<file path="src/rtl/tdoa_capture_sequencer.sv">
// Onset capture sequencer: timestamps A/B/C first arrivals in a bounded
// window, reports saturated dAB/dAC with a trigger, then holds off.
module tdoa_capture_sequencer #(
  parameter int WINDOW  = 40,
  parameter int HOLDOFF = 1000
) (
  input  logic              clk,
  input  logic              rst_n,
  input  logic              enable,
  input  logic              onset_a,
  input  logic              onset_b,
  input  logic              onset_c,
  output logic              trigger,
  output logic signed [5:0] dAB,
  output logic signed [5:0] dAC,
  output logic              armed,
  output logic [7:0]        drop_cnt
);

  localparam logic [7:0]  LP_WIN  = 8'(WINDOW);
  localparam logic [15:0] LP_HOLD = 16'(HOLDOFF - 1);

  typedef enum logic [2:0] {
    S_IDLE, S_ARMED, S_CAPT, S_REPORT, S_HOLD
  } state_t;

  state_t            r_state;
  state_t            w_next;
  logic [2:0]        r_prev;
  logic [2:0]        w_rise;
  logic [2:0]        w_new;
  logic [2:0]        r_seen;
  logic [2:0]        w_seen_nxt;
  logic [7:0]        r_timer;
  logic [7:0]        r_ta, r_tb, r_tc;
  logic [7:0]        w_ta, w_tb, w_tc;
  logic [15:0]       r_hold;
  logic              w_done;
  logic              w_tout;
  logic signed [5:0] r_dab, r_dac;
  logic [7:0]        r_drop;

  function automatic logic signed [5:0] sat6(
    input logic [7:0] x,
    input logic [7:0] y
  );
    logic signed [9:0] d;
    d = signed'({2'b00, x}) - signed'({2'b00, y});
    if (d > 10'sd31)
      return 6'h1F;
    else if (d < -10'sd32)
      return 6'h20;
    else
      return d[5:0];
  endfunction

  assign w_rise = {onset_c, onset_b, onset_a} & ~r_prev;
  assign w_new  = w_rise & ~r_seen;

  // stamps and seen flags as they stand after this cycle's rises
  always_comb begin
    w_seen_nxt = r_seen;
    w_ta = r_ta;
    w_tb = r_tb;
    w_tc = r_tc;
    if (r_state == S_ARMED) begin
      w_seen_nxt = w_rise;
      w_ta = 8'd0;
      w_tb = 8'd0;
      w_tc = 8'd0;
    end else if (r_state == S_CAPT) begin
      w_seen_nxt = r_seen | w_rise;
      if (w_new[0]) w_ta = r_timer;
      if (w_new[1]) w_tb = r_timer;
      if (w_new[2]) w_tc = r_timer;
    end
  end

  assign w_done = &w_seen_nxt;
  assign w_tout = (r_timer == LP_WIN);

  always_ff @(posedge clk or negedge rst_n) begin
    if (!rst_n) r_state <= S_IDLE;
    else        r_state <= w_next;
  end

  always_comb begin
    w_next = r_state;
    unique case (r_state)
      S_IDLE:
        if (enable) w_next = S_ARMED;
      S_ARMED:
        if (!enable)     w_next = S_IDLE;
        else if (|w_rise) w_next = w_done ? S_REPORT : S_CAPT;
      S_CAPT:
        if (!enable)     w_next = S_IDLE;
        else if (w_done) w_next = S_REPORT;
        else if (w_tout) w_next = S_HOLD;
      S_REPORT:
        w_next = S_HOLD;
      S_HOLD:
        if (r_hold == 16'd0) w_next = enable ? S_ARMED : S_IDLE;
      default:
        w_next = S_IDLE;
    endcase
  end

  always_comb begin
    trigger  = (r_state == S_REPORT);
    armed    = (r_state == S_ARMED);
    dAB      = r_dab;
    dAC      = r_dac;
    drop_cnt = r_drop;
  end

  always_ff @(posedge clk or negedge rst_n) begin
    if (!rst_n) begin
      r_prev  <= 3'b111;
      r_seen  <= 3'b000;
      r_timer <= 8'd0;
      r_ta    <= 8'd0;
      r_tb    <= 8'd0;
      r_tc    <= 8'd0;
      r_hold  <= 16'd0;
      r_dab   <= 6'sd0;
      r_dac   <= 6'sd0;
      r_drop  <= 8'd0;
    end else begin
      r_prev  <= {onset_c, onset_b, onset_a};
      r_seen  <= (w_next == S_CAPT) ? w_seen_nxt : 3'b000;
      r_timer <= (r_state == S_CAPT) ? r_timer + 8'd1 : 8'd1;
      r_ta    <= w_ta;
      r_tb    <= w_tb;
      r_tc    <= w_tc;
      r_hold  <= (r_state == S_HOLD) ? r_hold - 16'd1 : LP_HOLD;
      if (w_next == S_REPORT) begin
        r_dab <= sat6(w_tb, w_ta);
        r_dac <= sat6(w_tc, w_ta);
      end
      if (r_state == S_CAPT && w_next == S_HOLD && r_drop != 8'hFF)
        r_drop <= r_drop + 8'd1;
    end
  end

endmodule

</file>
<file path="config.mk">
export PLATFORM = sky130hd
export DESIGN_NAME = tdoa_capture_sequencer
export DESIGN_NICKNAME = d
export VERILOG_FILES = /design/src/rtl/tdoa_capture_sequencer.sv
export SDC_FILE = /design/constraint.sdc
export NUM_CORES = 1
export LEC_CHECK = 0
export BUFFER_PORTS_ARGS = -buffer_cell sky130_fd_sc_hd__buf_4
export CORE_ASPECT_RATIO = 0.9
export CORE_UTILIZATION = 30
export DETAILED_ROUTE_END_ITERATION = 10
export GPL_ROUTABILITY_DRIVEN = 0
export MAX_ROUTING_LAYER = met4
export SLEW_MARGIN = 20
export SYNTH_ARGS = -nofsm -noshare
export SYNTH_HDL_FRONTEND = slang
export SYNTH_SLANG_ARGS = --single-unit
</file>
<file path="constraint.sdc">
create_clock -name clk -period 6.1 [get_ports clk]
set_input_delay 0.915 -clock clk [delete_from_list [all_inputs] [get_ports clk]]
set_output_delay 0.915 -clock clk [all_outputs]
set_load 0.005 [all_outputs]
</file>
Word level (Yosys, flattened, before mapping):

Cells that the tools add are included.

* bitwise gates (word level): 5
* reduce and logical (&&, ||, !) cells: 6
* add/subtract/negate cells: 5
* magnitude comparators: 4
* mux-type cells: 28
* equality and inequality tests: 9

Operators by type and width (number)
* $mux W8: 10
* $mux W3: 10
* $mux W6: 4
* $gt A9 B6 Y1 const B: 2
* $lt A9 B6 Y1 const B: 2
* $sub A8 B8 Y9: 2
* $add A8 B1 Y8 const B: 2
* $logic_not A16 Y1: 1
* $mux W16: 1
* $sub A16 B1 Y16 const B: 1
* $pmux W3 S5: 1
* $eq A3 B2 Y1 const B: 4
* $eq A8 B6 Y1 const B: 1
* $ne A8 B8 Y1 const B: 1
* $and A3 B3 Y3: 2
* $eq A3 B3 Y1 const B: 2
* $not A3 Y3: 2
* $eq A3 B1 Y1 const B: 1
* $logic_not A3 Y1: 1
* $or A3 B3 Y3: 1
* $reduce_and A3 Y1: 1
* $reduce_or A3 Y1: 1
* $logic_and A1 B1 Y1: 2
* $mux W1: 2

* register bits after elaboration: 77
* word-level logic and storage cells: 68
* input bits: 6

Logic depth before layout (Yosys ltp):

Gate-level depths: netlist (run 1).

* depth after elaboration: 13
* depth in mapped cells: 18
* depth with buffers taken out: 16

Least setup slack after synthesis (run 1):

No wires, ideal clock.

* path kind: in2reg
* start point: input onset_a
* end point: register r_dab[2], in the netlist dAB[2]
* data arrival time: 4.404 ns
* required time: 6.023 ns
* path slack: 1.619 ns
* stages on the path: 18
* path through: or3b_1 -> or2_1 -> buf_2 -> buf_1 -> nor2_1 -> a21oi_1 -> nor2_1 -> ha_1 -> inv_1 -> fa_1 -> a21o_1 -> a21o_1 -> a211oi_1 -> nor2_1 -> xnor2_1 -> o31ai_1 -> a21oi_1 -> a21oi_1

* elaborated cells between the ends (all ways): 22
* those cells by class: 1 x add/sub; 2 x order compare; 1 x eq/ne; 13 x mux; 3 x bitwise; 2 x reduce/logical

RTL lines
* start, declared: line 10 `input logic onset_a,`
* $and A3 B3 Y3 (*): line 57 `assign w_rise = {onset_c, onset_b, onset_a} & ~r_prev;`
* $and A3 B3 Y3 (*): line 58 `assign w_new = w_rise & ~r_seen;`
* $mux W8 (*): line 73 `if (w_new[0]) w_ta = r_timer;`
* $mux W8 (*): line 71 `end else if (r_state == S_CAPT) begin`
* $mux W8 (*): line 66 `if (r_state == S_ARMED) begin`
* net w_ta[0]: line 36 `logic [7:0] w_ta, w_tb, w_tc;`
* $sub A8 B8 Y9 (*): line 48 `d = signed'({2'b00, x}) - signed'({2'b00, y});`
* $lt A9 B6 Y1: line 51 `else if (d < -10'sd32)`
* $mux W6: line 51
* $mux W6 (*): line 49 `if (d > 10'sd31)`
* end signal, assigned: line 137 `r_dab <= sat6(w_tb, w_ta);`
* end, declared: line 40 `logic signed [5:0] r_dab, r_dac;`

Mark *: on every way through the listed nets, which the timed path passes. The rest lies on a longest branch.
A chain may end at the register's enable or synchronous reset.

Worst setup path in the final report (run 1):

* start point: register r_state[2]
* end point: register r_dab[2], in the netlist dAB[2]

* elaborated cells between the ends (all ways): 27
* those cells by class: 1 x add/sub; 2 x order compare; 5 x eq/ne; 17 x mux; 2 x reduce/logical

RTL lines
* start, declared: line 27 `state_t r_state;`
* start signal, assigned: line 84 `else r_state <= w_next;`
* $eq A3 B2 Y1: line 71
* $mux W8: line 71
* $mux W8 (*): line 66
* net w_ta[0]: line 36
* $sub A8 B8 Y9 (*): line 48
* $lt A9 B6 Y1: line 51
* $mux W6: line 51
* $mux W6 (*): line 49

Marked as above.

==> results of run 1 <==
how the worst min path moves through the flow:
stage / startpoint / end / slack, ns / cells after the start
floorplan: r_hold[0]$_DFF_PN0_ / r_hold[0]$_DFF_PN0_ / 0.45 / 1
global route: rst_n / drop_cnt[0]$_DFFE_PN0P_ / 0.49 / 1
detailed placement: dAB[5]$_DFFE_PN0N_ / dAB[5]$_DFFE_PN0N_ / 0.48 / 1
finish: rst_n / drop_cnt[0]$_DFFE_PN0P_ / 0.48 / 1
global placement: dAC[5]$_DFFE_PN0N_ / dAC[5]$_DFFE_PN0N_ / 0.47 / 1
CTS: r_hold[0]$_DFF_PN0_ / r_hold[0]$_DFF_PN0_ / 0.49 / 1
per-stage QoR:
step / instances / worst slack (ns) / area [µm²] / hold slack [ns] / total power, µW
5_1_grt: 654 / 1.08 / 5040 / 0.486 / 1480
3_3_place_gp: 637 / 1.33 / 4700 / 0.474 / 859
4_1_cts: 653 / 1.49 / 5010 / 0.493 / 1420
3_5_place_dp: 637 / 1.27 / 4700 / 0.484 / 864
6_report: 654 / 1.51 / 5040 / 0.475 / 1410
2_1_floorplan: 430 / 1.62 / 4330 / 0.447 / 757
cell usage in the layout (no fill, tap or decap), drive strengths merged, types with 4 or more instances in the layout:
cell | synthesis | layout
xnor2 | 19 | 19
nor2b | 4 | 4
xor2 | 17 | 17
a21o | 7 | 7
o22a | 5 | 5
buf | 9 | 29
nand3 | 12 | 12
ha | 22 | 22
clkbuf | 5 | 12
inv | 24 | 24
a211oi | 5 | 5
a31oi | 5 | 5
nor4 | 7 | 7
nand2 | 29 | 29
nor3b | 5 | 5
or3 | 4 | 4
nor2 | 60 | 60
nor3 | 7 | 7
mux2i | 17 | 17
and2 | 4 | 4
o21ai | 9 | 9
a21oi | 16 | 16
or2 | 10 | 10
dfrtp | 74 | 74
cells by family after synthesis:
logic type / count (synthesis) / synth area share
buffers and inverters: 38 / 0.0393
AO/OA/AOI/OAI: 72 / 0.131
XOR/XNOR: 36 / 0.0729
adder cells (fa/ha/maj): 24 / 0.0729
AND/OR/NAND/NOR: 163 / 0.190
multiplexers: 20 / 0.0471
flip-flops: 77 / 0.446
state kept, by name, indices dropped and copies added, names as in the netlist:
signal and cells:
r_prev 3, r_seen 3, drop_cnt 8, dAC 6, r_tb 8, r_state 3, r_tc 8, r_timer 8
r_ta 8, dAB 6, r_hold 16
layer usage:
layer / vias to the layer above / part of all wire / track usage
met5: - / 0 / -
met4: 0 / 0.021 / 0.0690
met3: 15 / 0.021 / 0.0222
met2: 41 / 0.47 / 0.213
met1: 1530 / 0.49 / 0.175
li1: 1551 / - / -
power by group through the flow:
stage / Clock, µW / Sequential (µW) / Combinational [µW]
floorplan: 0 / 600 / 157
global placement: 0 / 603 / 255
detailed placement: 0 / 606 / 258
CTS: 567 / 597 / 260
global route: 583 / 604 / 292
finish: 554 / 597 / 257
cell type report:
type,count,area (µm²)
fillers,1441,9020
well taps,193,241
clock inverters,4,45.0
repair buffers,29,238
inverters,24,90.1
clock buffers,12,267
flip-flops and latches,77,1930
multi-input cells,315,2230
worst register-to-register path, cell delays in order (launching register included):
cell      delay (ns)
dfrtp_1         0.49
or3b_1          0.62
or2_1           0.54
nor2_1          0.17
a21oi_1         0.05
nor2_1          0.31
ha_1            0.21
inv_1           0.05
fa_1            0.40
a21o_1          0.18
a21o_1          0.20
a211oi_1        0.31
nor2_1          0.10
xnor2_1         0.14
o31ai_1         0.46
a21oi_1         0.13
a21oi_1         0.16
==> results.md, run 1 <==
- Status: completed
- Total CTS buffers: 9
- Slowest-stage cell, CP: or3b_1
- Pleak: 0.00237 µW
- Post-layout minimum cycle time: 4.59 ns
- Fin. max-slew vios: 0
- Critical path depth: 16
- Hold WC Path Type: in -> async
- Number of setup violations in the final report: 0
- Net switching power: 375 µW
- Ys flop type: dfrtp_1
- Vias in the first global route: 3192
- Final WL: 9.00 mm
- Post-synth EDFFs: 0
- Crit. End Element: flop
- Synth area leader: dfrtp_1
- Hold-fix buffers at CTS: 0
- Setup TNS: 0 ns
- Share of the synthesized area in the top cell type: 0.428
- Top post-synthesis cells by count: 74 x dfrtp_1, 60 x nor2_1, 29 x nand2_1
- Detail-routed via count per cell: 4.80
- TritonCTS clock tree: yes
- Clk_skew: 0.00619 ns
- Largest cells by area after synthesis: dfrtp_1 43%, ha_1 6.4%, nor2_1 5.2%
- Sw frac: 0.266
- CTS resizes: 0
- Crit Path Class: reg -> reg
- Async set-reset flop share out of synthesis: 1.00
- ANT nets after route: 0
- Clock power frac: 0.394
- Area grow syn2layout: 16.4%
- Wirelength per Cell: 13.8 µm
- Critical Path Max Stage Delay: 0.62 ns
- Ant diodes: 0
- Starting Density: 0.308
- CP max FO: 13
- Dpl hpwl: 6.30 mm
- Fin. Hold Viols: 0
- Worst path cell trace: or3b_1, or2_1, nor2_1, a21oi_1, nor2_1, ha_1, inv_1, fa_1, a21o_1, a21o_1, a211oi_1, nor2_1, xnor2_1, o31ai_1, a21oi_1, a21oi_1
- Max_slew headroom: 0.454
- Total of max-cap violations: 0
- Detailed-router iteration count before antenna repair: 4
- Worst-Skew Late Latency: 0.34 ns
- Worst setup endpoint: dAB[2]$_DFFE_PN0N_
- Final period util: 0.752
- Internal: 1030 µW
- Sequential group share of total power: 0.424
- Critical path's top delay family: simple AND/OR/NAND/NOR gates
- GRT Overall Usage: 0.138
- CTS sink cnt: 77
- Maximum vdd ir drop: 126 µV
- Cell variety after synth: 66
- Required time of the critical path: 6.36 ns
- Crit path from: r_state[2]$_DFF_PN0_
- Syn. warnings: 0
- WP data arrival: 4.85 ns
- Routed vias: 3137
- Netlist Area Pre-Place: 4330 µm²
- Gate power share: 0.183
- Die area: 14900 µm²
- Layout cells sized above 1: 0.145
- Root Driver: clkbuf_16
- Worst-Margin Slew: 0.818 ns
- Number of top-level pins: 28
- GR Overflow Total: 0
- Core area: 14100 µm²
- Port buffer count: 27
- Row cnt: 41
- Buf+Inv Stages, Crit Path: 1
- Power Dens Cells: 279 nW/µm²
- Most common cell in the netlist: dfrtp_1
- Initial antenna violation count: 0
- Iteration-0 DRC Markers: 172
- FF+latch count, synth: 77
- Post-route core utilization: 0.358
- Startpoint types: flop
- Post-synthesis net count: 460
- R2R setup slack: 1.51 ns
- Reg-to-Reg Start: r_state[2]$_DFF_PN0_
- Reg clk slew, reported paths: 0.06 ns
- Seq/Total Area, Yosys: 0.446
- Die H: 116 µm
- # DRC: 0
- Worst flop-to-flop path endpoint: dAB[2]$_DFFE_PN0N_
- RSZ-0062 raised after global routing: no
- Mapped Avg Cell Area: 10.1 µm²
- Largest net degree at the start of global routing: 78
- Clock buffer depth: 2
- Global-route wire length before repair: 15.5 mm
- Fmax: 218 MHz
- Cells after synthesis: 430
- Die width: 129 µm
- Cell count of the worst reg-to-reg path: 16
- Setup bufs post-CTS: 0
- H-tree levels: 3
- Final net count: 486
Power figures use the tool's default switching activity.
==> run 2, diff against run 1 <==
- ABC_AREA: unset -> 1
- clock period: 6.1 -> 4 ns (I/O delays scaled with it)
==> run 2 against run 1 <==
  * Register-to-register slack got worse by 1.1 ns
  * Clock power rose by 55%
  * Worst setup slack got worse by 1.1 ns
  * Combinational power rose to 3.1 times the previous value
  * Clock skew rose by 0.00058 ns
  * Sequential share of layout area rose by 0.29 points
  * Synthesized cell count rose by 18%
  * First-iteration DRC count rose by 16%
  * Critical endpoint is now dAB[4]$_DFFE_PN0N_
  * Wire length rose by 3.1%
  * Final cell count rose by 13%
  * Non-clock buffer count rose by 3
==> results.md, run 2 <==
- Max_slew headroom: 0.333
- ANT nets after route: 0
- Placed insts: 723
- Top post-synthesis cells by count: 78 x nand2_1, 74 x dfrtp_1, 65 x inv_1
- Clk_skew: 0.00677 ns
- CP max FO: 9
- Maximum vdd ir drop: 222 µV
- Largest cells by area after synthesis: dfrtp_1 44%, nand2_1 6.9%, ha_1 6.5%
- Ys flop type: dfrtp_1
- Die width: 127 µm
- Pwr Total: 2580 µW
- GRT Overall Usage: 0.144
- Max reg flops: 16
- Core area: 13600 µm²
- CTS resizes: 0
- Cells after synthesis: 507
- Ant diodes: 0
- Total of max-cap violations: 0
- Most common cell in the netlist: nand2_1
- Most frequent cells in the layout: 78 x nand2_1, 74 x dfrtp_1, 65 x inv_1, 64 x nor2_1, 44 x a21oi_1
- Netlist Area Pre-Place: 4240 µm²
- WP data arrival: 3.87 ns
- Status: completed
- Hold WC Path Type: in -> reg
- Pleak: 0.00238 µW
- Layout cells sized above 1: 0.142
- GR Overflow Total: 0
- Design area: 5000 µm²
- Final period util: 0.906
- Cell variety after synth: 44
- Non-Filler Instances: 739
- Setup bufs post-CTS: 0
- Hold-fix buffers at CTS: 0
- R2R setup slack: 0.38 ns
- Placed instance area: 4690 µm²
- Port buffer count: 27
- Detailed-router iteration count before antenna repair: 4
- Async set-reset flop share out of synthesis: 1.00
- Total CTS buffers: 9
- Post-layout minimum cycle time: 3.62 ns
- Global-route wire length before repair: 16.0 mm
- Starting Density: 0.313
- FF+latch count, synth: 77
- Number of top-level pins: 28
- Crit. End Element: flop
- Worst-Skew Late Latency: 0.34 ns
- Power Dens Cells: 517 nW/µm²
- Mapped Avg Cell Area: 8.37 µm²
- Fin. max-slew vios: 0
- Root Driver: clkbuf_16
- Required time of the critical path: 4.25 ns
- Post-synthesis net count: 537
- Detail-routed via count per cell: 4.66
- H-tree levels: 3
- Area grow syn2layout: 17.8%
- Die H: 115 µm
- Startpoint types: flop
- Fin. Hold Viols: 0
- Final WL: 9.28 mm
- Commonest non-fill, non-tap cell in the layout: nand2_1
- Synth area leader: dfrtp_1
- Seq/Total Area, Yosys: 0.455
- Share of the synthesized area in the top cell type: 0.436
- # DRC: 0
- TritonCTS clock tree: yes
- Vias in the first global route: 3345
- RSZ-0062 raised after global routing: no
- Crit Path Class: reg -> reg
- Setup TNS: 0 ns
- Largest net degree at the start of global routing: 78
- Number of setup violations in the final report: 0
- Wirelength per Cell: 12.6 µm
- Dpl hpwl: 6.80 mm
- Iteration-0 DRC Markers: 200
- Clock buffer depth: 2
- Syn. warnings: 0
- Post-synth EDFFs: 0
- Worst-Margin Slew: 1.00 ns
- Final net count: 575
- Fmax: 276 MHz
- Die area: 14600 µm²
- Biggest register: r_hold
- Routed vias: 3445
- Row cnt: 40
- Reg clk slew, reported paths: 0.06 ns
- CTS sink cnt: 77
- Initial antenna violation count: 0
## run 2: cell count changes in the layout (fill, tap and decap cells not counted), moves of 8 or more
cell,delta
mux2i_1,-17
nand3_1,+9
a21oi_1,+28
inv_1,+41
o21ai_0,+22
nand2_2,+8
xnor2_1,-10
nor3_1,+12
nand2_1,+49
## run 2: power by group
| part | switching [µW] | leakage, µW | total [µW] | internal [µW] |
|---|---|---|---|---|
| registers | 51.0 | 0.000989 | 921 | 870 |
| clock network | 312 | 0.000151 | 859 | 547 |
| logic | 474 | 0.00124 | 804 | 330 |
## run 2: worst paths after layout
kind	start	end	cells after the start
max reg2reg	r_state[0]$_DFF_PN0_	dAB[4]$_DFFE_PN0N_	18
min reg2reg	r_hold[0]$_DFF_PN0_	r_hold[0]$_DFF_PN0_	1
max in group asynchronous	rst_n	r_tb[4]$_DFF_PN0_	1
min in group asynchronous	rst_n	drop_cnt[0]$_DFFE_PN0P_	1
min	onset_b	r_prev[1]$_DFF_PN1_	1
max	r_state[0]$_DFF_PN0_	dAB[4]$_DFFE_PN0N_	18
## run 2: through the flow
step,utilization,hold WS [ns],setup WS [ns]
6_report,0.369,0.378,0.377
5_1_grt,0.369,0.370,0.00945
4_1_cts,0.369,0.366,0.364
3_5_place_dp,0.346,0.424,0.246
3_3_place_gp,0.346,0.425,0.380
2_1_floorplan,-,0.304,0.608
## run 2: logic make-up after synthesis
family          after synthesis  share of synthesized area
compound gates               91                      0.119
xor+xnor                     19                     0.0392
fa+ha+maj                    24                     0.0743
buf+inv                      76                     0.0702
flops                        77                      0.455
simple gates                220                      0.242
## run 2: cell type report
class | instances | area [µm²]
clock buffer | 12 | 236
sequential | 77 | 1930
timing repair buffer | 32 | 240
multi-input combinational | 354 | 2010
fill | 1353 | 8560
inverter | 71 | 268
clock inverter | 4 | 73.8
tap | 189 | 236
## run 2: routing by layer
metal | GRT usage | share of wire | vias to the layer above
met3 | 0.0251 | 0.045 | 12
met5 | - | 0 | -
met1 | 0.188 | 0.48 | 1639
met4 | 0.0675 | 0.019 | 0
met2 | 0.217 | 0.46 | 60
li1 | - | - | 1734
## run 2: worst max-delay path, cell delays in order, from the launching register on
cell and delay, ns:
dfrtp_1 0.45, inv_1 0.15, nand3_4 0.14, nor2_2 0.37, nor2_1 0.08, a211oi_1 0.29
ha_1 0.20, inv_1 0.05, fa_1 0.39, nand3_1 0.10, nand3_1 0.07, nand2_1 0.08
nand2_1 0.05, a21o_1 0.17, xor2_1 0.17, nand2_1 0.07, o21ai_0 0.40, nand3_1 0.13
a21oi_1 0.20
